File: src/rtl/systolic_sequencer.sv
// Operand buffer and sequencer for a 2x2 output-stationary systolic array:
// clears the PEs, streams skewed A/B operands for K steps, drains, then writes.
module systolic_sequencer #(
  parameter int DATA_W = 8,
  parameter int AXIS_W = 3
) (
  input  logic              clk,
  input  logic              reset,
  input  logic              ld_we,
  output logic              ld_ready,
  input  logic [1:0]        ld_lane,
  input  logic [AXIS_W-1:0] ld_idx,
  input  logic [DATA_W-1:0] ld_data,
  input  logic              start_valid,
  output logic              start_ready,
  input  logic [AXIS_W-1:0] start_k,
  input  logic [AXIS_W-1:0] start_tile,
  output logic [DATA_W-1:0] a1,
  output logic [DATA_W-1:0] a2,
  output logic [DATA_W-1:0] b1,
  output logic [DATA_W-1:0] b2,
  output logic              clear1,
  output logic              clear2,
  output logic              clear3,
  output logic              clear4,
  output logic              res_we,
  output logic [AXIS_W-1:0] res_addr,
  output logic              busy,
  output logic              done
);

  localparam int DEPTH = 1 << AXIS_W;

  typedef enum logic [2:0] {
    S_IDLE  = 3'd0,
    S_CLEAR = 3'd1,
    S_FEED  = 3'd2,
    S_DRAIN = 3'd3,
    S_WRITE = 3'd4
  } state_e;

  state_e              state_q, state_d;
  logic [AXIS_W-1:0]   t_q, t_d;
  logic [AXIS_W-1:0]   k_q, k_d;
  logic [AXIS_W-1:0]   tile_q, tile_d;
  logic [DATA_W-1:0]   buf_q [4][DEPTH];
  logic [DATA_W-1:0]   buf_d [4][DEPTH];

  logic [DATA_W-1:0]   a1_q, a1_d, a2_q, a2_d, b1_q, b1_d, b2_q, b2_d;
  logic                clear_q, clear_d;
  logic                res_we_q, res_we_d;
  logic [AXIS_W-1:0]   res_addr_q, res_addr_d;
  logic                busy_q, busy_d;
  logic                done_q, done_d;
  logic                ld_ready_q, ld_ready_d;
  logic                start_ready_q, start_ready_d;

  logic                ld_fire_s;
  logic                start_fire_s;
  logic                feed_s;
  logic [AXIS_W-1:0]   t_m1_s;

  assign ld_fire_s    = ld_we & ld_ready_q;
  assign start_fire_s = start_valid & start_ready_q;

  // Operand buffer write port; loads are only accepted while idle.
  always_comb begin
    for (int l = 0; l < 4; l++) begin
      for (int e = 0; e < DEPTH; e++) begin
        buf_d[l][e] = (ld_fire_s && (ld_lane == 2'(l)) && (ld_idx == AXIS_W'(e))) ?
                      ld_data : buf_q[l][e];
      end
    end
  end

  // Job FSM: CLEAR, FEED t=0..K, DRAIN for two cycles (t reused), WRITE.
  always_comb begin
    state_d = state_q;
    t_d     = t_q;
    k_d     = k_q;
    tile_d  = tile_q;
    case (state_q)
      S_IDLE: begin
        if (start_fire_s) begin
          state_d = S_CLEAR;
          k_d     = start_k;
          tile_d  = start_tile;
        end else begin
          state_d = S_IDLE;
        end
      end
      S_CLEAR: begin
        state_d = S_FEED;
        t_d     = {AXIS_W{1'b0}};
      end
      S_FEED: begin
        if (t_q == k_q) begin
          state_d = S_DRAIN;
          t_d     = {AXIS_W{1'b0}};
        end else begin
          t_d     = t_q + AXIS_W'(1);
        end
      end
      S_DRAIN: begin
        if (t_q == AXIS_W'(1)) begin
          state_d = S_WRITE;
          t_d     = {AXIS_W{1'b0}};
        end else begin
          t_d     = t_q + AXIS_W'(1);
        end
      end
      S_WRITE: begin
        state_d = S_IDLE;
      end
      default: begin
        state_d = S_IDLE;
        t_d     = {AXIS_W{1'b0}};
      end
    endcase
  end

  assign feed_s = (state_d == S_FEED);
  assign t_m1_s = t_d - AXIS_W'(1);

  // Outputs are decoded from the next state so they register in step with it;
  // buf_q is safe to read because loads never overlap a job.
  always_comb begin
    a1_d = {DATA_W{1'b0}};
    b1_d = {DATA_W{1'b0}};
    a2_d = {DATA_W{1'b0}};
    b2_d = {DATA_W{1'b0}};
    if (feed_s && (t_d < k_d)) begin
      a1_d = buf_q[0][t_d];
      b1_d = buf_q[2][t_d];
    end else begin
      a1_d = {DATA_W{1'b0}};
      b1_d = {DATA_W{1'b0}};
    end
    if (feed_s && (t_d != {AXIS_W{1'b0}}) && (t_d <= k_d)) begin
      a2_d = buf_q[1][t_m1_s];
      b2_d = buf_q[3][t_m1_s];
    end else begin
      a2_d = {DATA_W{1'b0}};
      b2_d = {DATA_W{1'b0}};
    end
    clear_d       = (state_d == S_CLEAR);
    res_we_d      = (state_d == S_WRITE);
    done_d        = (state_d == S_WRITE);
    res_addr_d    = (state_d == S_WRITE) ? tile_d : {AXIS_W{1'b0}};
    busy_d        = (state_d != S_IDLE);
    ld_ready_d    = (state_d == S_IDLE);
    start_ready_d = (state_d == S_IDLE);
  end

  // State, counters, buffer and registered outputs.
  always_ff @(posedge clk or negedge reset) begin
    if (!reset) begin
      state_q       <= S_IDLE;
      t_q           <= {AXIS_W{1'b0}};
      k_q           <= {AXIS_W{1'b0}};
      tile_q        <= {AXIS_W{1'b0}};
      for (int l = 0; l < 4; l++) begin
        for (int e = 0; e < DEPTH; e++) begin
          buf_q[l][e] <= {DATA_W{1'b0}};
        end
      end
      a1_q          <= {DATA_W{1'b0}};
      a2_q          <= {DATA_W{1'b0}};
      b1_q          <= {DATA_W{1'b0}};
      b2_q          <= {DATA_W{1'b0}};
      clear_q       <= 1'b0;
      res_we_q      <= 1'b0;
      res_addr_q    <= {AXIS_W{1'b0}};
      busy_q        <= 1'b0;
      done_q        <= 1'b0;
      ld_ready_q    <= 1'b1;
      start_ready_q <= 1'b1;
    end else begin
      state_q       <= state_d;
      t_q           <= t_d;
      k_q           <= k_d;
      tile_q        <= tile_d;
      buf_q         <= buf_d;
      a1_q          <= a1_d;
      a2_q          <= a2_d;
      b1_q          <= b1_d;
      b2_q          <= b2_d;
      clear_q       <= clear_d;
      res_we_q      <= res_we_d;
      res_addr_q    <= res_addr_d;
      busy_q        <= busy_d;
      done_q        <= done_d;
      ld_ready_q    <= ld_ready_d;
      start_ready_q <= start_ready_d;
    end
  end

  assign a1          = a1_q;
  assign a2          = a2_q;
  assign b1          = b1_q;
  assign b2          = b2_q;
  assign clear1      = clear_q;
  assign clear2      = clear_q;
  assign clear3      = clear_q;
  assign clear4      = clear_q;
  assign res_we      = res_we_q;
  assign res_addr    = res_addr_q;
  assign busy        = busy_q;
  assign done        = done_q;
  assign ld_ready    = ld_ready_q;
  assign start_ready = start_ready_q;

endmodule

File: config.mk
export PLATFORM = sky130hd
export DESIGN_NAME = systolic_sequencer
export DESIGN_NICKNAME = d
export VERILOG_FILES = /design/src/rtl/systolic_sequencer.sv
export SDC_FILE = /design/constraint.sdc
export NUM_CORES = 1
export LEC_CHECK = 0
export CAP_MARGIN = 40
export CORE_ASPECT_RATIO = 1.2
export CORE_UTILIZATION = 45
export CTS_CLUSTER_DIAMETER = 30
export CTS_CLUSTER_SIZE = 20
export DETAILED_ROUTE_END_ITERATION = 10
export PLACE_DENSITY = 0.64
export RECOVER_POWER = 25
export SLEW_MARGIN = 20
export SYNTH_ARGS = -nofsm -noshare
export SYNTH_HDL_FRONTEND = slang
export SYNTH_SLANG_ARGS = --single-unit
File: constraint.sdc
create_clock -name clk -period 4.5 [get_ports clk]
set_input_delay 0.9 -clock clk [delete_from_list [all_inputs] [get_ports clk]]
set_output_delay 0.9 -clock clk [all_outputs]
set_load 0.05 [all_outputs]
==> run summary <==
The highest layer touched by signal routing is met5. Counting flops with an async set or reset pin after synthesis yields a share of 100%. The number of flip-flops and latches in the synthesized netlist came out at 307. The port buffer count came out at 66. At the end of the flow, the number of nets in the layout was 1285. The largest net degree at the start of global routing is 95.

The routed layout has 9961 vias. The post-detailed-route count of antenna-violating nets is 0. The maximum root-to-sink buffer count came out at 3. The final reports fail on max-capacitance violations, max-slew violations. Once the clock tree was built, the resizer swapped 0 gates to a different size. The post-route netlist has 35.9% of its cells at a drive strength greater than 1. The fraction of power consumed by the clock network is 33.1%. The routed length on met2 came out at 17700 um.

The number of failing setup endpoints in the final timing report is 0. The number of clock buffers inserted by TritonCTS is 71. The number of buffers inserted by hold repair at cts is 0. The final routed wire length divided by cell count is 21.5 um. The clock skew is 0.0155 ns. Summing every instance area after synthesis gives 14300 um2. The data required time of the critical path is 4.94 ns. Summing all flip-flop and latch instances after layout gives 7680 um2. The fraction of the mapped netlist area in adder cells is 0.527%. After Yosys synthesis, XOR and XNOR cells account for 0.298% of the synthesized area. The library cells used most frequently in the layout, excluding fill and tap cells, are dfrtp_1 (306), mux2_2 (275), nand2_1 (162), clkbuf_16 (71), clkdlybuf4s50_1 (62). The filler cells instantiated in the layout total 2583.

The routability congestion estimate from global placement is 0.772. The buffer cell driving the clock tree root is clkbuf_16. For the worst-skew pair, the clock arrives at the later sink with an insertion delay of 0.56 ns. The total I/O pin count came out at 67.

After the first detailed-routing iteration, the DRC count stood at 832. The net count of the mapped netlist came out at 1211. The synthesized area divided by synthesized cell count came out at 12.1 um2. The clock sink count came out at 307.

The reported max-cap violation count is 1. The combinational family with the most area after synthesis is multiplexers. For this configuration, the core starts out at a cell density of 45.6%.

The total routed wire length on the met1 layer is 16100 um. The area inside the core boundary is 31300 um2. Post-CTS timing repair inserted 0 buffers for setup. The worst setup path is launched from a flip-flop.

The worst-margin pin slew is 2.34 ns. The instance count of the mapped netlist is 1182. The detailed route wirelength on metal3 came out at 2040 um. The relative slew slack is -55.9%.

The switching power as a share of total power came out at 39.8%. Setup repair after global routing left no endpoint under its margin. The number of different library cells in the post-synthesis netlist is 55. The completed layout was analyzed and its total power is 15.2 mW. The die footprint is 32400 um2.

In the final timing run, aggregate negative setup slack is 0 ns. The critical path is of the flip-flop to flip-flop type. Sequential cells burn 23.3% of the power. The combinational group share of total power came out at 43.6%.

Setup slack closes at 0.924 ns. The Yosys step of the flow raised 0 warnings. The via density per instance came out at 5.83. The global-route total usage across every layer came out at 23.7%. The total count of max-transition violations in the final report came out at 95. The class of the most critical hold timing path is flip-flop to flip-flop. The post-synthesis to final-layout area growth came out at 23.7%.

Summed over all nets, the half-perimeter wirelength after detailed placement is 21900 um. The share of the synthesized area in compound gates (AO/OA/AOI/OAI) came out at 11.0%. The maximum fanout encountered on the critical timing path is 31. Counting I/O delays and the setup requirement, the final critical path takes 3.58 ns. The most used flip-flop cell after synthesis is dfrtp_1. The upper clock frequency limit came out at 280 MHz.

In the final layout, the multi-input gates occupy 6090 um2. The worst supply voltage drop on vdd is 0.680 mV. The pre-CTS setup slack came out at 0.668 ns. The clock-pin slew reported for the worst setup and hold paths after clock tree synthesis is 0.05 ns. The reported net switching power came out at 6.06 mW. Of the total synthesized cell area, the portion taken by AND, OR, NAND and NOR gates is 8.79%. The row count came out at 71. TritonCTS built the clock tree.

After global routing the overflow that remains totals 0. From bottom edge to top edge, the die measures 197 um. The register area share after synthesis came out at 53.9%.

After synthesis, the share of cell area in mux cells is 22.0%. Internal power comes to 9.15 mW. The number of synthesized flops with an enable pin is 0. The number of global-route vias before repair came out at 10373.

The initial antenna violation count is 2. The data arrival time of the worst path came out at 4.02 ns. The library cell used most frequently in the layout, excluding fill and tap cells, is dfrtp_1. In the finished design, the share of the clock period the worst path needs comes to 79.5%. The power per unit of standard cell area is 862 nW/um2. In this run the number of H-tree levels came out at 3.

The first global-routing pass estimated 58600 um of wire. The total iterations of the first detailed-routing run is 5. STA classifies the critical path endpoint as a flip-flop. The hold violation total from the final report is 0.

For this run, design rule violations remaining after detail routing come to 0. The run finished, with violations left. The wire length reported by the detailed router is 36800 um. The leakage component of the power came out at 8.05 nW. The horizontal extent of the die is 164 um.
## cell usage after synthesis (6+ instances only)
cell type  number  area, um2
a22o_1         16        140
o2111ai_1      32        280
inv_1           6       22.5
a211oi_1       21        158
a211oi_2       11        138
o31ai_1        16        120
a211o_1        15        131
buf_2          16       80.1
nor2b_1         7       43.8
nand3_1        34        170
clkbuf_1       69        259
nor2_1         40        150
a31o_2         16        140
buf_4           8       60.1
mux2_2        275       3100
dfrtp_1       306       7660
a21oi_1        34        170
nand2_1       162        608
ha_1            6       75.1
o22ai_1        31        194
## metrics by stage
stage | hold WS [ns] | std cells | area (um2) | util [%]
final | 0.499 | 1710 | 17600 | 56.4
after global routing | 0.510 | 1710 | 17600 | 56.4
after CTS | 0.398 | 1703 | 17600 | 56.3
after detailed placement | 0.488 | 1578 | 15200 | 48.7
after global placement | 0.476 | 1572 | 15200 | 48.5
after floorplan | 0.466 | 1182 | 14300 | -
## metal layers
layer | vias to the layer above | track usage (%)
met1 | 5161 | 31.4
li1 | 4463 | -
met3 | 62 | 5.01
met5 | - | 0
met2 | 273 | 38.0
met4 | 2 | 8.83
## power by group through the flow
stage,registers [mW],clock network (mW),logic [mW]
after global placement,3.55,0,6.42
after CTS,3.53,5.11,6.57
after floorplan,3.62,0,4.68
after global routing,3.59,5.27,7.16
after detailed placement,3.56,0,6.54
final,3.54,5.03,6.63
## area by class of cell
type	instances	share of cell area (%)
well taps	401	2.85
clock buffers	97	11.4
repair buffers	100	5.34
multi-input cells	769	34.5
clock inverters	28	2.15
flip-flops and latches	307	43.6
diodes	1	0.0142
inverters	7	0.163
## worst paths after layout
| check | start | end | slack, ns | depth (start not counted) |
|---|---|---|---|---|
| min in group asynchronous | reset | res_addr[2]$_DFF_PN0_ | 1.05 | 1 |
| worst min-delay path | buf_q[114]$_DFFE_PN0P_ | buf_q[114]$_DFFE_PN0P_ | 0.50 | 1 |
| worst max-delay path | state_q[2]$_DFF_PN0_ | b2[6]$_DFF_PN0_ | 0.92 | 9 |
| worst max register to register | state_q[2]$_DFF_PN0_ | b2[6]$_DFF_PN0_ | 0.92 | 9 |
| worst min register to register | buf_q[114]$_DFFE_PN0P_ | buf_q[114]$_DFFE_PN0P_ | 0.50 | 1 |
| max in group asynchronous | reset | buf_q[41]$_DFFE_PN0P_ | 1.05 | 2 |
## worst max-delay path, stage by stage, from the launching register on
cell and delay (ns):
dfrtp_1 0.48, or4b_1 0.55, a31oi_1 0.18, or2_2 0.18, inv_4 0.12, ha_2 0.20, ha_2 0.80, nand3b_2 0.49
o22ai_1 0.14, a211oi_1 0.28
## cells by family (layout without fill, tap and decap cells)
kind of cell             Yosys count  after routing
AND/OR/NAND/NOR                  278            278
other                              0              1
multiplexers                     279            279
XOR/XNOR                           4              4
buffers and inverters            106            232
adder cells (fa/ha/maj)            6              6
AO/OA/AOI/OAI                    202            202
flip-flops                       307            307
## state kept, by name, summed over array words and instances, names as in the netlist
| name | flops |
|---|---|
| start_ready | 1 |
| buf_q | 256 |
| res_addr | 3 |
| a1 | 8 |
| b2 | 8 |
| t_q | 3 |
| clear1 | 1 |
| state_q | 3 |
| done | 1 |
| a2 | 8 |
| b1 | 8 |
| tile_q | 3 |
| busy | 1 |
| k_q | 3 |
(Power assumes the default switching activity.)
